**src/rtl/video_timing_decoder_if.sv**
```systemverilog
// -----------------------------------------------------------------------------
// video_timing_decoder_if
// Groups the timing-source inputs and the recovered-timing outputs of
// video_timing_decoder into one bundle.
//   hsync_in, vsync_in : active-high sync pulses from the timing source
//   hbl_in, vbl_in     : active-high horizontal / vertical blanking
//   hc, vc             : recovered pixel / line position (0 = first active)
//   htotal, vtotal     : measured line length (ticks) / frame length (lines)
//   hactive, vactive   : measured active pixels per line / lines per frame
//   locked             : timing has been stable for at least two frames
// Modports: master = timing source side, slave = decoder side.
// -----------------------------------------------------------------------------
interface video_timing_decoder_if;
    logic       hsync_in;
    logic       vsync_in;
    logic       hbl_in;
    logic       vbl_in;
    logic [8:0] hc;
    logic [8:0] vc;
    logic [8:0] htotal;
    logic [8:0] vtotal;
    logic [8:0] hactive;
    logic [8:0] vactive;
    logic       locked;

    modport master (
        output hsync_in, vsync_in, hbl_in, vbl_in,
        input  hc, vc, htotal, vtotal, hactive, vactive, locked
    );

    modport slave (
        input  hsync_in, vsync_in, hbl_in, vbl_in,
        output hc, vc, htotal, vtotal, hactive, vactive, locked
    );
endinterface

```
**src/rtl/video_timing_decoder.sv**
```systemverilog
// -----------------------------------------------------------------------------
// video_timing_decoder
// Recovers pixel/line position and measures the raster geometry of an incoming
// sync/blank timing stream, and reports lock once two consecutive frames agree.
// Ports:
//   clk     : system clock, all state on its rising edge
//   reset   : asynchronous active-low reset, clears all state immediately
//   clk_pix : pixel clock enable; state advances only on clk edges with
//             clk_pix=1 (a "tick")
//   bus     : video_timing_decoder_if.slave (sync/blank in, measurements out)
// All counters are 9-bit unsigned and saturate at 511 instead of wrapping.
// -----------------------------------------------------------------------------
module video_timing_decoder (
    input  logic                         clk,
    input  logic                         reset,
    input  logic                         clk_pix,
    video_timing_decoder_if.slave        bus
);

    localparam logic [8:0] CNT_MAX = 9'd511;

    typedef enum logic [1:0] {
        ST_SEARCH = 2'd0,
        ST_VERIFY = 2'd1,
        ST_LOCKED = 2'd2
    } lock_state_t;

    // Saturating +1 used by every counter and measurement.
    function automatic logic [8:0] sat_inc(input logic [8:0] val);
        return (val == CNT_MAX) ? val : (val + 9'd1);
    endfunction

    // Previous-tick input samples and the "first tick seen" flag.
    logic        hs_smp_r, vs_smp_r, hb_smp_r, vb_smp_r;
    logic        primed_r;

    // Internal line/frame counters and pending vsync marker.
    logic [8:0]  h_r, v_r;
    logic        vs_pend_r;
    logic        vb_line_r;
    logic [8:0]  ha_cnt_r, va_cnt_r;

    // Output registers.
    logic [8:0]  hc_r, vc_r, htotal_r, vtotal_r, hactive_r, vactive_r;
    logic        locked_r;

    // Lock FSM.
    lock_state_t state_r, state_nxt_s;
    logic [8:0]  ref_h_r, ref_v_r;
    logic        ref_load_s;

    // Edge detection and derived events.
    logic        edge_en_s;
    logic        hs_rise_s, vs_rise_s, hb_rise_s, hb_fall_s, vb_rise_s;
    logic        frame_evt_s, timeout_s, line_mismatch_s, pair_match_s;
    logic [8:0]  htotal_nxt_s, vtotal_nxt_s;

    // The very first tick after reset only loads the samples, so an input
    // that is already high at release is never reported as an edge.
    assign edge_en_s       = clk_pix & primed_r;
    assign hs_rise_s       = edge_en_s &  bus.hsync_in & ~hs_smp_r;
    assign vs_rise_s       = edge_en_s &  bus.vsync_in & ~vs_smp_r;
    assign hb_rise_s       = edge_en_s &  bus.hbl_in   & ~hb_smp_r;
    assign hb_fall_s       = edge_en_s & ~bus.hbl_in   &  hb_smp_r;
    assign vb_rise_s       = edge_en_s &  bus.vbl_in   & ~vb_smp_r;

    assign htotal_nxt_s    = sat_inc(h_r);
    assign vtotal_nxt_s    = sat_inc(v_r);
    // A frame closes at the first hsync rise after a vsync rise.
    assign frame_evt_s     = hs_rise_s & vs_pend_r;
    assign timeout_s       = clk_pix & (h_r == CNT_MAX);
    assign line_mismatch_s = hs_rise_s & (htotal_nxt_s != ref_h_r);
    assign pair_match_s    = (htotal_nxt_s == ref_h_r) && (vtotal_nxt_s == ref_v_r);

    // Input sample registers and priming flag.
    always_ff @(posedge clk or negedge reset) begin
        if (!reset) begin
            hs_smp_r <= 1'b0;
            vs_smp_r <= 1'b0;
            hb_smp_r <= 1'b0;
            vb_smp_r <= 1'b0;
            primed_r <= 1'b0;
        end else if (clk_pix) begin
            hs_smp_r <= bus.hsync_in;
            vs_smp_r <= bus.vsync_in;
            hb_smp_r <= bus.hbl_in;
            vb_smp_r <= bus.vbl_in;
            primed_r <= 1'b1;
        end
    end

    // Line counter h and line-length measurement.
    always_ff @(posedge clk or negedge reset) begin
        if (!reset) begin
            h_r      <= 9'd0;
            htotal_r <= 9'd0;
        end else if (clk_pix) begin
            if (hs_rise_s) begin
                h_r      <= 9'd0;
                htotal_r <= htotal_nxt_s;
            end else begin
                h_r      <= htotal_nxt_s;
            end
        end
    end

    // Frame counter v, vsync pending marker and frame-length measurement.
    always_ff @(posedge clk or negedge reset) begin
        if (!reset) begin
            v_r       <= 9'd0;
            vtotal_r  <= 9'd0;
            vs_pend_r <= 1'b0;
        end else if (clk_pix) begin
            if (frame_evt_s) begin
                v_r       <= 9'd0;
                vtotal_r  <= vtotal_nxt_s;
                // A vsync rise on the closing tick belongs to the next frame.
                vs_pend_r <= vs_rise_s;
            end else if (hs_rise_s) begin
                v_r       <= vtotal_nxt_s;
                vs_pend_r <= vs_pend_r | vs_rise_s;
            end else begin
                vs_pend_r <= vs_pend_r | vs_rise_s;
            end
        end
    end

    // Recovered pixel position: restarts at the end of horizontal blanking.
    always_ff @(posedge clk or negedge reset) begin
        if (!reset) begin
            hc_r <= 9'd0;
        end else if (clk_pix) begin
            if (hb_fall_s) begin
                hc_r <= 9'd0;
            end else begin
                hc_r <= sat_inc(hc_r);
            end
        end
    end

    // Recovered line position: restarts on the first line after vertical
    // blanking, judged by the vbl level seen at each line start.
    always_ff @(posedge clk or negedge reset) begin
        if (!reset) begin
            vc_r      <= 9'd0;
            vb_line_r <= 1'b0;
        end else if (clk_pix && hs_rise_s) begin
            vb_line_r <= bus.vbl_in;
            if (!bus.vbl_in && vb_line_r) begin
                vc_r <= 9'd0;
            end else begin
                vc_r <= sat_inc(vc_r);
            end
        end
    end

    // Active pixels per line: ticks with hbl low, latched at hbl rise.
    always_ff @(posedge clk or negedge reset) begin
        if (!reset) begin
            ha_cnt_r  <= 9'd0;
            hactive_r <= 9'd0;
        end else if (clk_pix) begin
            if (hb_rise_s) begin
                hactive_r <= ha_cnt_r;
                ha_cnt_r  <= 9'd0;
            end else if (!bus.hbl_in) begin
                ha_cnt_r  <= sat_inc(ha_cnt_r);
            end
        end
    end

    // Active lines per frame: lines starting with vbl low, latched at vbl rise.
    always_ff @(posedge clk or negedge reset) begin
        if (!reset) begin
            va_cnt_r  <= 9'd0;
            vactive_r <= 9'd0;
        end else if (clk_pix) begin
            if (vb_rise_s) begin
                vactive_r <= va_cnt_r;
                va_cnt_r  <= 9'd0;
            end else if (hs_rise_s && !bus.vbl_in) begin
                va_cnt_r  <= sat_inc(va_cnt_r);
            end
        end
    end

    // Lock FSM next state; timeout outranks a line mismatch, which outranks
    // the frame-event comparison.
    always_comb begin
        state_nxt_s = state_r;
        ref_load_s  = 1'b0;
        if (timeout_s) begin
            state_nxt_s = ST_SEARCH;
        end else if ((state_r == ST_LOCKED) && line_mismatch_s) begin
            state_nxt_s = ST_SEARCH;
        end else if (frame_evt_s) begin
            case (state_r)
                ST_SEARCH: begin
                    state_nxt_s = ST_VERIFY;
                    ref_load_s  = 1'b1;
                end
                ST_VERIFY: begin
                    if (pair_match_s) begin
                        state_nxt_s = ST_LOCKED;
                    end else begin
                        state_nxt_s = ST_VERIFY;
                        ref_load_s  = 1'b1;
                    end
                end
                ST_LOCKED: begin
                    if (vtotal_nxt_s != ref_v_r) begin
                        state_nxt_s = ST_SEARCH;
                    end else begin
                        state_nxt_s = ST_LOCKED;
                    end
                end
                default: begin
                    state_nxt_s = ST_SEARCH;
                end
            endcase
        end else begin
            state_nxt_s = state_r;
        end
    end

    // Lock FSM state register with registered locked flag.
    always_ff @(posedge clk or negedge reset) begin
        if (!reset) begin
            state_r  <= ST_SEARCH;
            locked_r <= 1'b0;
        end else begin
            state_r  <= state_nxt_s;
            locked_r <= (state_nxt_s == ST_LOCKED);
        end
    end

    // Reference geometry captured when entering or retrying verification.
    always_ff @(posedge clk or negedge reset) begin
        if (!reset) begin
            ref_h_r <= 9'd0;
            ref_v_r <= 9'd0;
        end else if (ref_load_s) begin
            ref_h_r <= htotal_nxt_s;
            ref_v_r <= vtotal_nxt_s;
        end
    end

    assign bus.hc      = hc_r;
    assign bus.vc      = vc_r;
    assign bus.htotal  = htotal_r;
    assign bus.vtotal  = vtotal_r;
    assign bus.hactive = hactive_r;
    assign bus.vactive = vactive_r;
    assign bus.locked  = locked_r;

endmodule

```
**src/flat_wrapper.sv**
```systemverilog
// flat-port wrapper written by rule: the top's interface ports become plain ports
module video_timing_decoder_flat 
  (clk, reset, clk_pix, bus_hsync_in, bus_vsync_in, bus_hbl_in, bus_vbl_in, bus_hc, bus_vc, bus_htotal, bus_vtotal, bus_hactive, bus_vactive, bus_locked);
  video_timing_decoder_if bus_i ();
  input  logic clk;
  input  logic reset;
  input  logic clk_pix;
  input wire logic [$bits(bus_i.hsync_in)-1:0] bus_hsync_in;
  input wire logic [$bits(bus_i.vsync_in)-1:0] bus_vsync_in;
  input wire logic [$bits(bus_i.hbl_in)-1:0] bus_hbl_in;
  input wire logic [$bits(bus_i.vbl_in)-1:0] bus_vbl_in;
  output wire logic [$bits(bus_i.hc)-1:0] bus_hc;
  output wire logic [$bits(bus_i.vc)-1:0] bus_vc;
  output wire logic [$bits(bus_i.htotal)-1:0] bus_htotal;
  output wire logic [$bits(bus_i.vtotal)-1:0] bus_vtotal;
  output wire logic [$bits(bus_i.hactive)-1:0] bus_hactive;
  output wire logic [$bits(bus_i.vactive)-1:0] bus_vactive;
  output wire logic [$bits(bus_i.locked)-1:0] bus_locked;
  assign bus_i.hsync_in = bus_hsync_in;
  assign bus_i.vsync_in = bus_vsync_in;
  assign bus_i.hbl_in = bus_hbl_in;
  assign bus_i.vbl_in = bus_vbl_in;
  assign bus_hc = bus_i.hc;
  assign bus_vc = bus_i.vc;
  assign bus_htotal = bus_i.htotal;
  assign bus_vtotal = bus_i.vtotal;
  assign bus_hactive = bus_i.hactive;
  assign bus_vactive = bus_i.vactive;
  assign bus_locked = bus_i.locked;
  video_timing_decoder u_core (.clk(clk), .reset(reset), .clk_pix(clk_pix), .bus(bus_i));
endmodule
```
**config.mk**
```make
export PLATFORM = sky130hd
export DESIGN_NAME = video_timing_decoder_flat
export DESIGN_NICKNAME = d
export VERILOG_FILES = /design/src/rtl/video_timing_decoder_if.sv /design/src/rtl/video_timing_decoder.sv /design/src/flat_wrapper.sv
export SDC_FILE = /design/constraint.sdc
export NUM_CORES = 1
export LEC_CHECK = 0
export CORE_MARGIN = 2
export CORE_UTILIZATION = 40
export CTS_CLUSTER_SIZE = 25
export DETAILED_ROUTE_END_ITERATION = 8
export DONT_BUFFER_PORTS = 1
export SYNTH_ARGS = -nofsm -noshare
export SYNTH_HDL_FRONTEND = slang
export SYNTH_SLANG_ARGS = --single-unit
```
**constraint.sdc**
```tcl
create_clock -name clk -period 5.95 [get_ports clk]
set_clock_uncertainty 0.2 [all_clocks]
set_input_delay 0.2975 -clock clk [delete_from_list [all_inputs] [get_ports clk]]
set_output_delay 0.2975 -clock clk [all_outputs]
set_load 0.02 [all_outputs]
```
==> results.toml, run 1 <==
[worst_setup_path]
crit_path_start_kind = "register"
reg2regPathDepth = 8
cpMaxStageDelayCell = "a31o_1"
cp-end-kind = "register"
critPathMaxFanout = 19
slowest_delay_ps = 820
crit_type = "register to register"
arrival_ps = 4170
cp.required_ps = 6040
path_cells = "ha_1 > and4_1 > a41oi_2 > a22o_1 > or4_4 > nor4_4 > a31o_1 > mux2_2"

[clock_tree]
root_buffer = "clkbuf_16"
cts-resized-gates = 0
clock_path_buffers = 2
postCtsSetupBuffers = 0
htreeDepth = 4
clock-sinks = 118
cts_buffers = 17
hold_buffers = 7
cts_tree = "done"
clk_pin_slew_ps = 60
clkLatencyLatePin_ps = 420

[synthesis]
synthAdderAreaFrac_pct = 2.11
async_reset_ff_share_pct = 100
synth_edf_count = 0
synth.area.mux_share_pct = 6.38
synth_compound_area_share_pct = 11.8
yosys.area_share.simple_pct = 20.8
ys_types = 61
seq_area_frac_synth_pct = 49.9
synth_ff_type = "dfrtp_1"
synth_top_family_by_area = "simple AND/OR/NAND/NOR gates"
synth_fp_nets = 616
yosys.area_share.xor_xnor_pct = 5.71
yosysWarnings = 0
syn-cell-area_mm2 = 0.00592
syn-mean-instance-area_um2 = 9.88
netlist_instances = 599
ys_seq_elements = 118

[die]
ios = 62
die_h_um = 126
core_mm2 = 0.0145
initial_core_util_pct = 40.9
dieArea_mm2 = 0.0158
die_w_um = 126
rows = 44

[pwr]
p_sw_share_pct = 31.3
clock_power_share_pct = 39.1
leakage_nw = 3.16
intPower_w = 0.00187
p_per_area_mw_per_mm2 = 402
vdd_ir_drop_max_v = 0.000198
seq_power_share_pct = 43.4
switchingPower_w = 0.000849
share_comb_of_total_power_pct = 17.5

[hold_path]
hold_path_class = "input pin to register"
hold_path_depth = 4

[final_layout]
antenna_cells = 0
nets = 623
design_area_mm2 = 0.00676
syn_to_final_growth_pct = 14.1
drive_gt1_share_pct = 12.0
stdcell_count = 802
post-route-util_pct = 46.7

[timing]
fmax_ghz = 0.245
hold_slack_ps = 24.0
slew_violations = 0
tightest_slew_ps = 958
period_needed_ps = 4080
slew_headroom_pct = 36.2
setup_violations = 0
tns_ps = 0
rsz0062_at_grt = "no"
finalCritPeriodShare_pct = 68.6
finalHoldViolations = 0

[global_routing]
grt_antenna_before_repair = 0
groute.usage.overall_pct = 17.9
grt_max_degree = 119
grt_pass1_wl_mm = 22.9
grt_pass1_vias = 4591
overflow = 0

[detailed_routing]
vias = 4489
drc_errors = 0
dr.first_iter.drc_count = 244
route.met3.wl_um = 761
viasPerCell = 5.60
wire_per_inst_um = 16.9
maxUsedRoutingLayer = "met4"
wirelength_mm = 13.6
dr_wl_met2_mm = 6.35
drt-met1-wl_mm = 6.18
antenna_left = 0
first_pass_iters = 4

[placement]
place.gp.congestion = 0.847
dp_cells = 764
port_buffers = 0
placed_cell_area_mm2 = 0.00606
dpl.hpwl_mm = 9.07

[flow_run]
cap_violations = 0

[status]
status = "completed"
-- power by group through the flow --
stage          sequential (W)  combinational (W)  clock, W
2_1_floorplan         0.00112           0.000396         0
3_3_place_gp          0.00119           0.000439         0
3_5_place_dp          0.00119           0.000448         0
4_1_cts               0.00118           0.000477   0.00109
5_1_grt               0.00120           0.000533   0.00112
6_report              0.00118           0.000475   0.00106
-- cells in the final DEF (no fill, tap or decap), drive strengths merged, types with 5 or more instances in the layout --
master | synthesis | final
a22o | 12 | 12
nand2 | 109 | 109
mux2 | 27 | 27
and3 | 15 | 15
inv | 15 | 16
nor2 | 51 | 51
and4 | 8 | 8
clkinv | 0 | 6
a31oi | 6 | 6
nand3 | 24 | 24
xnor2 | 15 | 15
dfrtp | 118 | 118
a21oi | 23 | 23
nand4 | 11 | 11
mux2i | 7 | 7
clkbuf | 12 | 18
o22ai | 6 | 6
nor3b | 6 | 6
ha | 10 | 10
o21ai | 26 | 26
nor3 | 7 | 7
or3 | 5 | 5
buf | 12 | 6
xor2 | 21 | 21
nor2b | 5 | 5
dlygate4sd3 | 0 | 6
-- metal layers --
metal	track usage, %	vias up
met5	0	-
met4	7.32	0
met3	5.10	25
met2	28.3	132
met1	23.3	2194
li1	-	2138
-- cell families after synthesis --
logic type                 count (synthesis)
buffers and inverters                     39
adders and majority gates                 10
muxes                                     34
and+or+nand+nor                          257
xor gates and xnor gates                  37
AOI/OAI and AO/OA                        104
DFF                                      118
-- cell usage after synthesis (2+ instances only) --
library cell,count,area (um^2)
a211o_1,2,17.5
a21boi_0,2,15.0
a21o_1,2,15.0
a21oi_1,23,115
a221o_1,2,20.0
a22o_1,12,105
a31oi_1,6,37.5
and2_1,4,25.0
and3_1,15,93.8
and4_1,7,61.3
buf_2,6,30.0
buf_4,2,15.0
buf_6,2,22.5
clkbuf_1,12,45.0
dfrtp_1,118,2950
ha_1,10,125
inv_1,15,56.3
mux2_2,26,293
mux2i_1,7,70.1
nand2_1,108,405
nand2b_1,3,18.8
nand3_1,24,120
nand4_1,11,68.8
nand4b_1,3,26.3
nor2_1,51,191
nor2b_1,5,31.3
nor3_1,7,35.0
nor3b_1,5,37.5
o2111ai_1,4,35.0
o211ai_1,3,22.5
o21ai_0,26,130
o22ai_1,6,37.5
o31ai_1,2,15.0
or2_2,3,18.8
or3_1,5,31.3
xnor2_1,15,131
xor2_1,21,184
-- worst paths after layout --
| kind | startpoint | to | slack, ps |
|---|---|---|---|
| hold / removal | clk_pix | u_core.bus.hc[2]$_DFFE_PN0P_ | 20 |
| max in group asynchronous | reset | u_core.h_r[0]$_DFFE_PN0P_ | 4760 |
| hold reg to reg | u_core.vb_line_r$_DFFE_PN0P_ | u_core.vb_line_r$_DFFE_PN0P_ | 290 |
| setup / recovery | u_core.v_r[0]$_DFFE_PN0P_ | u_core.ref_h_r[6]$_DFFE_PN0P_ | 1870 |
| min in group asynchronous | reset | u_core.v_r[2]$_DFFE_PN0P_ | 320 |
| setup reg to reg | u_core.v_r[0]$_DFFE_PN0P_ | u_core.ref_h_r[6]$_DFFE_PN0P_ | 1870 |
-- final cells by class --
cell class	count	area, um^2
multi-input cells	442	2780
clock buffers	18	429
inverters	15	56.3
flip-flops and latches	118	2950
repair buffers	12	125
well taps	184	230
clock inverters	13	181
fillers	1354	7720
-- sequential cells by signal, indices dropped and copies added (netlist names), 2 cells and up --
register	count
u_core.bus.vtotal	9
u_core.bus.htotal	9
u_core.ref_h_r	9
u_core.ref_v_r	9
u_core.va_cnt_r	9
u_core.bus.vc	9
u_core.ha_cnt_r	9
u_core.v_r	9
u_core.h_r	9
u_core.bus.hactive	9
u_core.bus.vactive	9
u_core.bus.hc	9
u_core.state_r	2
-- per-stage QoR --
stage | power (W) | setup slack (ps)
final | 0.00271 | 1870
after CTS | 0.00274 | 1920
after global placement | 0.00162 | 2050
after floorplan | 0.00152 | 2660
after detailed placement | 0.00164 | 1960
after global routing | 0.00285 | 1650
-- critical path: cells and delay by family, from the launching register on --
kind / cells / cell delay [ps]
DFF: 1 / 450
and+or+nand+nor: 3 / 1200
AOI/OAI and AO/OA: 3 / 1340
adders and majority gates: 1 / 360
muxes: 1 / 420
Note: power is estimated with default switching activity, not from simulation.
==> inputs of run 2 (changes only) <==
==> constraint.sdc (replaced) <==
create_clock -name clk -period 4.23 [get_ports clk]
set_clock_uncertainty 0.2 [all_clocks]
set_input_delay 0.2115 -clock clk [delete_from_list [all_inputs] [get_ports clk]]
set_output_delay 0.2115 -clock clk [all_outputs]
set_load 0.02 [all_outputs]
==> results.toml, run 2 (synthesis results as in run 1) <==
[placement]
port_buffers = 0
place.gp.congestion = 0.875
dpl.hpwl_mm = 9.17

[hold_path]
hold_path_class = "input pin to register"
hold_start = "bus_hsync_in"
hold_end = "u_core.va_cnt_r[0]$_DFFE_PN0P_"
hold_path_depth = 3

[worst_setup_path]
reg2regPathDepth = 9
arrival_ps = 3710
cp.required_ps = 4330
r2r_slack_ps = 620
worstSetupPathDepth = 9
crit_start = "u_core.v_r[0]$_DFFE_PN0P_"
cp-end-kind = "register"
crit_type = "register to register"
crit_path_start_kind = "register"
critPathMaxFanout = 10
cp_num_buf_inv = 1
crit_family = "simple AND/OR/NAND/NOR gates"
r2r-end = "u_core.ref_v_r[2]$_DFFE_PN0P_"
slowest_delay_ps = 500
path_cells = "ha_1 > and4_1 > a41oi_2 > a22o_1 > or4_4 > nor4_4 > a31o_1 > buf_4 > mux2_2"
r2r_start = "u_core.v_r[0]$_DFFE_PN0P_"
cpMaxStageDelayCell = "or4_4"

[global_routing]
grt_pass1_vias = 4474
overflow = 0
grt_antenna_before_repair = 0
grt_pass1_wl_mm = 22.7
groute.usage.overall_pct = 18.1
grt_max_degree = 119

[clock_tree]
clkLatencyLatePin_ps = 420
cts-resized-gates = 0
clock-sinks = 118
htreeDepth = 4
cts_buffers = 17
root_buffer = "clkbuf_16"
clock_path_buffers = 2
clk_pin_slew_ps = 50
cts_tree = "done"

[pwr]
p_total_w = 0.00380
leakage_nw = 3.17
vdd_ir_drop_max_v = 0.000291
p_per_area_mw_per_mm2 = 561

[timing]
period_needed_ps = 3610
tns_ps = 0
tightest_slew_ps = 782
slew_violations = 0
finalCritPeriodShare_pct = 85.4
rsz0062_at_grt = "no"
finalHoldViolations = 0
setup_violations = 0
slew_headroom_pct = 47.7
fmax_ghz = 0.277

[die]
core_mm2 = 0.0145
die_w_um = 126
die_h_um = 126
rows = 44
ios = 62
initial_core_util_pct = 40.9
dieArea_mm2 = 0.0158

[final_layout]
fillers = 1341
syn_to_final_growth_pct = 14.5
seqCellArea_mm2 = 0.00295
mostFrequentLayoutCells = "118 x dfrtp_1, 108 x nand2_1, 51 x nor2_1"
nets = 627
antenna_cells = 0
layout_commonest_cell = "dfrtp_1"
drive_gt1_share_pct = 12.7
post-route-util_pct = 46.8
multi_input_area_mm2 = 0.00278

[detailed_routing]
dr.first_iter.drc_count = 292
vias = 4425
wirelength_mm = 13.5
drc_errors = 0
antenna_left = 0
wire_per_inst_um = 16.8
viasPerCell = 5.49
first_pass_iters = 5

[status]
status = "completed"

[flow_run]
cap_violations = 0
-- run 2: cell types whose count changed in the layout (fill, tap and decap cells not counted), sizes merged --
cell	before	now
clkbuf	18	19
clkinvlp	2	4
bufinv	4	3
buf	6	10
clkinv	6	4
-- run 2: what timing repair did --
action,4_1_cts,5_1_grt
setup endpoints to repair,0,0
hold buffers,7,0
hold endpoints to repair,156,0
setup buffers,0,0
-- run 2: worst max-delay path by stage --
stage | to
floorplan | u_core.ref_v_r[7]$_DFFE_PN0P_
global placement | u_core.ref_v_r[1]$_DFFE_PN0P_
detailed placement | u_core.ref_v_r[2]$_DFFE_PN0P_
CTS | u_core.ref_v_r[2]$_DFFE_PN0P_
global route | u_core.ref_v_r[4]$_DFFE_PN0P_
finish | u_core.ref_v_r[2]$_DFFE_PN0P_
-- run 2: through the flow --
step	hold WS (ps)	std cells	setup slack [ps]	cell area, um^2
6_report	17.3	806	619	6780
5_1_grt	33.1	806	481	6780
4_1_cts	0.111	806	652	6780
3_5_place_dp	-279	768	668	6090
3_3_place_gp	-281	768	765	6090
2_1_floorplan	-284	599	945	5920
-- run 2: worst register-to-register path: cells and delay by family, from the launching register on --
family / cells / cell delay [ps]
buffers and inverters: 1 / 200
multiplexers: 1 / 360
flip-flops: 1 / 460
adder cells (fa/ha/maj): 1 / 380
AND/OR/NAND/NOR: 3 / 1180
AO/OA/AOI/OAI: 3 / 710
-- run 2: area by class of cell --
cell class                      instances  area share (%)
Tap cell                              184            3.40
Sequential cell                       118            43.6
Clock inverter                         12            2.25
Inverter                               15           0.830
Clock buffer                           19            6.68
Multi-Input combinational cell        442            41.0
Timing Repair Buffer                   16            2.29
-- run 2: power by group --
| part | internal (W) | switching [W] |
|---|---|---|
| clock network | 0.000952 | 0.000527 |
| logic | 0.000329 | 0.000338 |
| registers | 0.00132 | 0.000341 |
| total | 0.00260 | 0.00121 |
-- run 2: metal layers --
| layer | vias to the layer above | routed length, um | global-route usage (%) |
|---|---|---|---|
| met1 | 2144 | 6350 | 24.4 |
| li1 | 2142 | - | - |
| met4 | 0 | 248 | 7.39 |
| met5 | - | 0 | 0 |
| met2 | 116 | 6120 | 27.2 |
| met3 | 23 | 784 | 5.99 |
==> inputs of run 3 (changes only) <==
--- a/config.mk
+++ b/config.mk
@@ -6,7 +6,7 @@
 export NUM_CORES = 1
 export LEC_CHECK = 0
 export CORE_MARGIN = 2
-export CORE_UTILIZATION = 40
+export CORE_UTILIZATION = 25
 export CTS_CLUSTER_SIZE = 25
 export DETAILED_ROUTE_END_ITERATION = 8
 export DONT_BUFFER_PORTS = 1
==> results.toml, run 3 (synthesis results as in run 1) <==
[worst_setup_path]
r2r-end = "u_core.ref_v_r[1]$_DFFE_PN0P_"
cp.required_ps = 4330
critPathMaxFanout = 11
path_cells = "ha_1 > and4_1 > a41oi_2 > a22o_1 > or4_4 > nor4_4 > a31o_1 > buf_4 > mux2_2"
crit_start = "u_core.v_r[0]$_DFFE_PN0P_"
crit_path_start_kind = "register"
arrival_ps = 3670
endpoint = "u_core.ref_v_r[1]$_DFFE_PN0P_"
crit_type = "register to register"
cpMaxStageDelayCell = "or4_4"
cp-end-kind = "register"
r2r_slack_ps = 660
r2r_start = "u_core.v_r[0]$_DFFE_PN0P_"
slowest_delay_ps = 500
reg2regPathDepth = 9

[clock_tree]
cts_tree = "done"
htreeDepth = 4
postCtsSetupBuffers = 0
cts-resized-gates = 0
clock_path_buffers = 2
clkLatencyLatePin_ps = 410
cts_buffers = 17
clk_pin_slew_ps = 60
clock-sinks = 118
root_buffer = "clkbuf_16"

[pwr]
vdd_ir_drop_max_v = 0.000293
p_per_area_mw_per_mm2 = 549
leakage_nw = 3.18

[global_routing]
grt_antenna_before_repair = 0
grt_pass1_wl_mm = 22.8
overflow = 0
grt_pass1_vias = 4314
grt_max_degree = 119
groute.usage.overall_pct = 11.8

[final_layout]
stdcell_count = 941
layout_commonest_cell = "dfrtp_1"
mostFrequentLayoutCells = "118 x dfrtp_1, 108 x nand2_1, 51 x nor2_1"
design_area_mm2 = 0.00695
antenna_cells = 0
nets = 626
post-route-util_pct = 29.8
syn_to_final_growth_pct = 17.4
drive_gt1_share_pct = 12.7

[placement]
dpl.hpwl_mm = 9.29
port_buffers = 0
place_ws_ps = 683
placed_cell_area_mm2 = 0.00625
dp_cells = 902
place.gp.congestion = 0.899

[detailed_routing]
vias = 4425
viasPerCell = 4.70
antenna_left = 0
drc_errors = 0
wirelength_mm = 13.8
first_pass_iters = 5
wire_per_inst_um = 14.6
dr.first_iter.drc_count = 365

[timing]
slew_headroom_pct = 45.0
finalHoldViolations = 0
finalCritPeriodShare_pct = 84.4
slew_violations = 0
rsz0062_at_grt = "no"
fin_ws_ps = 661
period_needed_ps = 3570
fmax_ghz = 0.280
setup_violations = 0
tightest_slew_ps = 822
tns_ps = 0

[die]
initial_core_util_pct = 25.4
core_mm2 = 0.0233
die_w_um = 158
dieArea_mm2 = 0.0249
die_h_um = 158
rows = 56
ios = 62

[status]
status = "completed"

[hold_path]
hold_start = "bus_hbl_in"
hold_path_class = "input pin to register"

[flow_run]
cap_violations = 0
-- run 3: changes by cell type in the layout (fill, tap and decap cells not counted), sizes merged --
| cell | before | now |
|---|---|---|
| buf | 10 | 9 |
| clkbuf | 19 | 20 |
| clkinv | 4 | 5 |
| clkinvlp | 4 | 3 |
-- run 3: through the flow --
| step | total power (W) | hold slack (ps) |
|---|---|---|
| after floorplan | 0.00214 | -284 |
| after global placement | 0.00229 | -277 |
| after detailed placement | 0.00230 | -277 |
| after CTS | 0.00386 | 13.0 |
| after global routing | 0.00404 | 35.2 |
| final | 0.00382 | 35.7 |
-- run 3: timing repair --
action / 4_1_cts / 5_1_grt
setup endpoints to repair: 0 / 0
hold endpoints to repair: 156 / 0
hold buffers: 7 / 0
-- run 3: final cells by class --
cell class | count | area [um^2]
clock buffers | 20 | 467
clock inverters | 12 | 150
fillers | 2416 | 16400
inverters | 15 | 56.3
multi-input cells | 442 | 2780
flip-flops and latches | 118 | 2950
well taps | 319 | 399
repair buffers | 15 | 148
-- run 3: power by group --
group	total (W)	switching [W]	internal, W	leakage [nW]
clock	0.00150	0.000525	0.000971	0.298
combinational	0.000663	0.000335	0.000328	1.31
sequential	0.00166	0.000340	0.00132	1.57
total	0.00382	0.00120	0.00262	3.18
-- run 3: worst min path at each step --
stage,end,depth (start not counted)
2_1_floorplan,u_core.bus.hactive[0]$_DFFE_PN0P_,0
3_3_place_gp,u_core.bus.hc[6]$_DFFE_PN0P_,0
3_5_place_dp,u_core.bus.hc[6]$_DFFE_PN0P_,0
4_1_cts,u_core.ha_cnt_r[4]$_DFFE_PN0P_,5
5_1_grt,u_core.va_cnt_r[2]$_DFFE_PN0P_,3
6_report,u_core.ha_cnt_r[2]$_DFFE_PN0P_,5
-- run 3: critical path, delay by kind of cell, from the launching register on --
kind	cells	cell delay, ps
AO/OA/AOI/OAI	3	710
adder cells (fa/ha/maj)	1	360
buffers and inverters	1	210
flip-flops	1	470
multiplexers	1	350
AND/OR/NAND/NOR	3	1150
-- run 3: metal layers --
metal	vias to the layer above	track usage (%)	wire length [um]
met5	-	0	0
met4	0	4.46	206
met3	24	4.41	890
met2	130	18.1	6290
met1	2121	15.0	6400
li1	2150	-	-
